<file path="src/rtl/layer_scheduler.sv">
// layer_scheduler: runs the single layer engine across a multi-layer network.
// A host-written descriptor table holds {tok, wgt, res} base addresses per layer.
// On start_net the layers 0..num_layers-1 run back to back, and for each one the
// engine start/done handshake is sequenced. A watchdog or an abort request ends a
// run early, and the run finishes only after the engine has gone idle again.
module layer_scheduler #(
    parameter int ADDR_WIDTH     = 10,
    parameter int MAX_LAYERS     = 8,
    parameter int TIMEOUT_CYCLES = 4096
) (
    input  logic                            clk,
    input  logic                            rst,
    input  logic                            cfg_wr_en,
    input  logic [$clog2(MAX_LAYERS)-1:0]   cfg_wr_idx,
    input  logic [3*ADDR_WIDTH-1:0]         cfg_wr_data,
    output logic                            cfg_err,
    input  logic                            start_net,
    input  logic [$clog2(MAX_LAYERS):0]     num_layers,
    input  logic                            abort,
    output logic                            net_busy,
    output logic                            net_done,
    output logic                            net_err,
    output logic [$clog2(MAX_LAYERS)-1:0]   cur_layer,
    output logic                            eng_start,
    input  logic                            eng_busy,
    input  logic                            eng_done,
    output logic [ADDR_WIDTH-1:0]           tok_base,
    output logic [ADDR_WIDTH-1:0]           wgt_base,
    output logic [ADDR_WIDTH-1:0]           res_base
);

    localparam int IDX_W = $clog2(MAX_LAYERS);
    localparam int CNT_W = IDX_W + 1;
    // Watchdog counter only needs to reach TIMEOUT_CYCLES-1.
    localparam int WD_W  = (TIMEOUT_CYCLES > 2) ? $clog2(TIMEOUT_CYCLES) : 1;
    localparam logic [WD_W-1:0]  WD_LAST = WD_W'(TIMEOUT_CYCLES - 1);
    localparam logic [CNT_W-1:0] MAX_CNT = CNT_W'(MAX_LAYERS);
    localparam bit               WD_EN   = (TIMEOUT_CYCLES != 0);

    typedef enum logic [2:0] {
        S_IDLE,
        S_LOAD,
        S_KICK,
        S_WAIT_DONE,
        S_RELEASE,
        S_FINISH
    } state_t;

    state_t                  state;
    logic [3*ADDR_WIDTH-1:0] desc_tbl [MAX_LAYERS];
    logic [IDX_W-1:0]        layer_idx;
    logic [CNT_W-1:0]        layer_cnt;
    logic [WD_W-1:0]         wd_cnt;
    logic                    aborting;
    logic                    last_layer;

    // True when the layer that just completed is the final one of this run.
    assign last_layer = ({1'b0, layer_idx} == (layer_cnt - CNT_W'(1)));

    // Descriptor table: writable only while idle, so the bases of a running
    // network can never shift underneath the engine.
    always_ff @(posedge clk or posedge rst) begin
        if (rst) begin
            for (int i = 0; i < MAX_LAYERS; i++) desc_tbl[i] <= '0;
        end else if (cfg_wr_en && state == S_IDLE) begin
            desc_tbl[cfg_wr_idx] <= cfg_wr_data;
        end
    end

    // Network sequencer: layer stepping, engine handshake, watchdog and abort.
    always_ff @(posedge clk or posedge rst) begin
        if (rst) begin
            state     <= S_IDLE;
            layer_idx <= '0;
            layer_cnt <= '0;
            wd_cnt    <= '0;
            aborting  <= 1'b0;
            cfg_err   <= 1'b0;
            net_busy  <= 1'b0;
            net_done  <= 1'b0;
            net_err   <= 1'b0;
            cur_layer <= '0;
            eng_start <= 1'b0;
            tok_base  <= '0;
            wgt_base  <= '0;
            res_base  <= '0;
        end else begin
            net_done <= 1'b0;
            cfg_err  <= cfg_wr_en && (state != S_IDLE);

            // Abort beats everything else, including a same-cycle eng_done.
            if (state != S_IDLE && abort) begin
                eng_start <= 1'b0;
                aborting  <= 1'b1;
                state     <= S_RELEASE;
            end else begin
                case (state)
                    S_IDLE: begin
                        if (start_net) begin
                            if (num_layers == '0) begin
                                net_done <= 1'b1;
                                net_err  <= 1'b0;
                            end else if (num_layers > MAX_CNT) begin
                                net_err <= 1'b1;
                            end else begin
                                layer_cnt <= num_layers;
                                layer_idx <= '0;
                                net_err   <= 1'b0;
                                net_busy  <= 1'b1;
                                aborting  <= 1'b0;
                                state     <= S_LOAD;
                            end
                        end
                    end
                    S_LOAD: begin
                        {tok_base, wgt_base, res_base} <= desc_tbl[layer_idx];
                        cur_layer <= layer_idx;
                        state     <= S_KICK;
                    end
                    S_KICK: begin
                        eng_start <= 1'b1;
                        wd_cnt    <= '0;
                        state     <= S_WAIT_DONE;
                    end
                    S_WAIT_DONE: begin
                        if (eng_done) begin
                            eng_start <= 1'b0;
                            state     <= S_RELEASE;
                        end else if (WD_EN && wd_cnt == WD_LAST) begin
                            net_err   <= 1'b1;
                            aborting  <= 1'b1;
                            eng_start <= 1'b0;
                            state     <= S_RELEASE;
                        end else begin
                            wd_cnt <= wd_cnt + 1'b1;
                        end
                    end
                    S_RELEASE: begin
                        // Hold here until the engine has fully returned to idle.
                        if (!eng_done && !eng_busy) begin
                            if (aborting) begin
                                aborting <= 1'b0;
                                net_busy <= 1'b0;
                                state    <= S_IDLE;
                            end else if (last_layer) begin
                                state <= S_FINISH;
                            end else begin
                                layer_idx <= layer_idx + 1'b1;
                                state     <= S_LOAD;
                            end
                        end
                    end
                    S_FINISH: begin
                        net_done <= 1'b1;
                        net_busy <= 1'b0;
                        state    <= S_IDLE;
                    end
                    default: state <= S_IDLE;
                endcase
            end
        end
    end

endmodule

</file>
<file path="config.mk">
export PLATFORM = sky130hd
export DESIGN_NAME = layer_scheduler
export DESIGN_NICKNAME = d
export VERILOG_FILES = /design/src/rtl/layer_scheduler.sv
export SDC_FILE = /design/constraint.sdc
export NUM_CORES = 1
export LEC_CHECK = 0
export BUFFER_PORTS_ARGS = -buffer_cell sky130_fd_sc_hd__buf_4
export CORE_UTILIZATION = 32
export CTS_CLUSTER_DIAMETER = 30
export CTS_CLUSTER_SIZE = 28
export DETAILED_ROUTE_END_ITERATION = 10
export SYNTH_ARGS = -nofsm -noshare
export SYNTH_HDL_FRONTEND = slang
export SYNTH_SLANG_ARGS = --single-unit
</file>
<file path="constraint.sdc">
create_clock -name clk -period 12.5 [get_ports clk]
set_clock_uncertainty 0.1 [all_clocks]
set_input_delay 1.875 -clock clk [delete_from_list [all_inputs] [get_ports clk]]
set_output_delay 1.875 -clock clk [all_outputs]
set_load 0.01 [all_outputs]
</file>
==> reports/qor.csv <==
stage;metric;value;unit
status;status;complete, no violations;
power;swShare;26.9;%
route;first_pass_iters;6;
synthesis;synth_top_area_share;55.8;%
route;drtIter0Drc;385;
floorplan;core_region_area;41200;um^2
finish;final_nets;1097;
critical_path;cp_slowest_cell;nor3b_4;
hold_path;min_from;desc_tbl[235]$_DFFE_PP0P_;
sta;final.min_clock_period;3.62;ns
grt;grt_pass1_vias;8717;
finish;syn2layout_area_growth;27.1;%
route;vias;8174;
grt;overflow;0;
synthesis;synth_cells;941;
critical_path;critPathArrivalTime;3.94;ns
hold_path;worstHoldPathCells;1;
critical_path;crit_path_max_fanout;17;
placement;port-buffer-count;81;
clock_network;cts_buffers;71;
power;internal-power;3.47;mW
clock_network;hold_buffers;0;
synthesis;yosys_warnings;0;
synthesis;ys_async_sr_fraction;100;%
clock_network;htree_levels;3;
sta;tns;0;ns
power;p_clk_share;40.3;%
finish;layout-drive-gt1-share;45.1;%
synthesis;yosys.area.top_type;dfrtp_1;
synthesis;synth-edff-count;0;
sta;worstMarginPinSlew;1.14;ns
synthesis;synthesis.nets;988;
power;ir_drop;0.113;mV
clock_network;cts_max_path_buffers;3;
floorplan;die_w;207;um
floorplan;die_h;207;um
critical_path;critical_path_class;input port to register;
critical_path;worstPathRequired;12.81;ns
grt;grt_max_degree;175;
critical_path;max_stage_delay;0.80;ns
power;p_leak;7.39;nW
clock_network;cts_resized;0;
synthesis;synth_area_per_cell;14.3;um^2
grt;globalRouteTotalUtil;14.8;%
synthesis;ys_seq_area_share;55.8;%
critical_path;crit_path_end_kind;register;
hold_path;min_path_type;register to register;
critical_path;reg2reg_to;desc_tbl[157]$_DFFE_PP0P_;
clock_network;clock_latency;0.55;ns
route;vias_per_cell;5.00;
critical_path;r2r-start;state[2]$_DFFE_PP0P_;
critical_path;r2r_setup_slack;9.09;ns
finish;antenna_cells;0;
floorplan;dieArea;43000;um^2
placement;place_congestion;0.730;
grt;grt_pass1_wl;50.1;mm
critical_path;start_kind;input port;
clock_network;cts_tree;built;
sta;rsz0062_at_grt;false;
synthesis;syn_area;13500;um^2
job;max-cap-violations;0;
power;powerDensity;277;nW/um^2
synthesis;ys_types;51;
critical_path;cp_cell_sequence;buf_4 -> nand3b_2 -> nor3b_4 -> buf_4 -> mux2_2;
route;final_antenna_net_count;0;
power;power_frac_comb;23.9;%
sta;holdWs;0.381;ns
clock_network;clkSinkCount;301;
synthesis;synth-main-ff-cell;dfrtp_1;
power;p_switching;1.28;mW
grt;antenna_found_initial;1;
synthesis;synth_seq_cells;301;
sta;setup_viol;0;
clock_network;cts_root_buf;clkbuf_16;
floorplan;start_util;32.7;%
placement;place_hpwl;17.4;mm
hold_path;min_to;desc_tbl[235]$_DFFE_PP0P_;
floorplan;io_pins;82;
finish;fillers;3721;
sta;finalCritPeriodShare;29.0;%
sta;max_freq;0.276;GHz
route;avgRoutedWirePerCell;18.7;um
sta;relSlewSlack;23.9;%
route;route.detailed.drc;0;
critical_path;cpMostUsedCell;buf_4;
power;share_seq_of_total_power;35.8;%
critical_path;rr_worst_depth;5;
synthesis;synth_top_cells_by_area;dfrtp_1, mux2_2, mux4_2;
floorplan;fp-row-count;74;
route;routed_wl;30.6;mm
sta;slew_viol_final;0;
clock_network;postCtsSetupBuffers;0;
clock_network;clk_pin_slew;0.04;ns
sta;hold_violations;0;
## through the flow
step	utilization [%]	area [um^2]	total power, mW	setup slack, ns	instances
3_3_place_gp	35.5	14600	2.82	8.34	1509
5_1_grt	41.6	17100	5.02	8.75	1635
3_5_place_dp	35.5	14600	2.87	8.32	1509
2_1_floorplan	-	13500	2.50	2.21	941
4_1_cts	41.6	17100	4.82	8.88	1635
6_report	41.6	17100	4.75	8.88	1635
## cell usage after synthesis (all sizes together) (2+ instances only)
cell    count
nand2b      3
a211oi      2
and3        2
nand4b      2
nor4b       3
nor4        5
ha          3
and2        2
nor3b       3
nor3       10
or4         2
or2         2
nand3b      5
a31oi      33
a221oi      2
nand2      76
buf        47
mux2      250
inv        10
clkbuf     11
nand4       7
dfrtp     301
nand3       8
mux2i       2
nor2b       2
a21boi      3
o21ai       8
a21oi       4
xnor2      10
mux4       60
nor2       53
## metal layers
layer	share of wire (%)	GRT usage (%)
met2	49	24.5
met1	45	18.9
met5	0.029	0
met3	4.4	3.60
met4	1.9	4.79
## cells in the final DEF (no fill, tap or decap), drive strengths merged, types with 9 or more instances in the layout
master	count
dfrtp	301
mux2	250
buf	94
clkbuf	94
nand2	76
mux4	60
nor2	53
a31oi	33
bufinv	11
inv	11
clkinv	11
xnor2	10
nor3	10
clkinvlp	9
## critical path, delay by kind of cell
kind                   cells  cell delay, ns
buffers and inverters      2            0.55
multiplexers               1            0.37
AND/OR/NAND/NOR            2            1.13
## registers in the layout, summed over array words and instances, names as in the netlist, 3 cells and up
| name | cells |
|---|---|
| cur_layer | 3 |
| layer_idx | 3 |
| wgt_base | 10 |
| desc_tbl | 240 |
| res_base | 10 |
| wd_cnt | 12 |
| state | 3 |
| layer_cnt | 4 |
| tok_base | 10 |
## how the worst max path moves through the flow
stage / from / to / depth (start not counted)
floorplan: rst / aborting$_DFFE_PP0P_ / 1
global placement: cfg_wr_idx[0] / desc_tbl[155]$_DFFE_PP0P_ / 5
detailed placement: cfg_wr_idx[0] / desc_tbl[167]$_DFFE_PP0P_ / 5
CTS: cfg_wr_idx[0] / desc_tbl[157]$_DFFE_PP0P_ / 5
global route: cfg_wr_idx[0] / desc_tbl[157]$_DFFE_PP0P_ / 5
finish: cfg_wr_idx[0] / desc_tbl[157]$_DFFE_PP0P_ / 5
## final cells by class
type / count / area (um^2) / area share, %
timing repair buffer: 94 / 718 / 4.19
clock inverter: 32 / 477 / 2.78
clock buffer: 94 / 2040 / 11.9
sequential: 301 / 7540 / 44.0
multi-input combinational: 572 / 5660 / 33.0
inverter: 10 / 45.0 / 0.263
tap: 532 / 666 / 3.88
## power groups by stage
| stage | Clock, mW | Sequential [mW] | Combinational, mW |
|---|---|---|---|
| global route | 2.00 | 1.77 | 1.25 |
| CTS | 1.95 | 1.71 | 1.16 |
| floorplan | 0 | 1.64 | 0.865 |
| global placement | 0 | 1.70 | 1.13 |
| detailed placement | 0 | 1.72 | 1.15 |
| finish | 1.91 | 1.70 | 1.13 |
## logic make-up after synthesis
kind of cell / Yosys count / share of synthesized area, %
xor+xnor: 10 / 0.649
fa+ha+maj: 3 / 0.278
simple gates: 186 / 6.63
compound gates: 61 / 3.05
buf+inv: 68 / 2.50
mux: 312 / 31.0
flops: 301 / 55.8
Power figures use the tool's default switching activity.
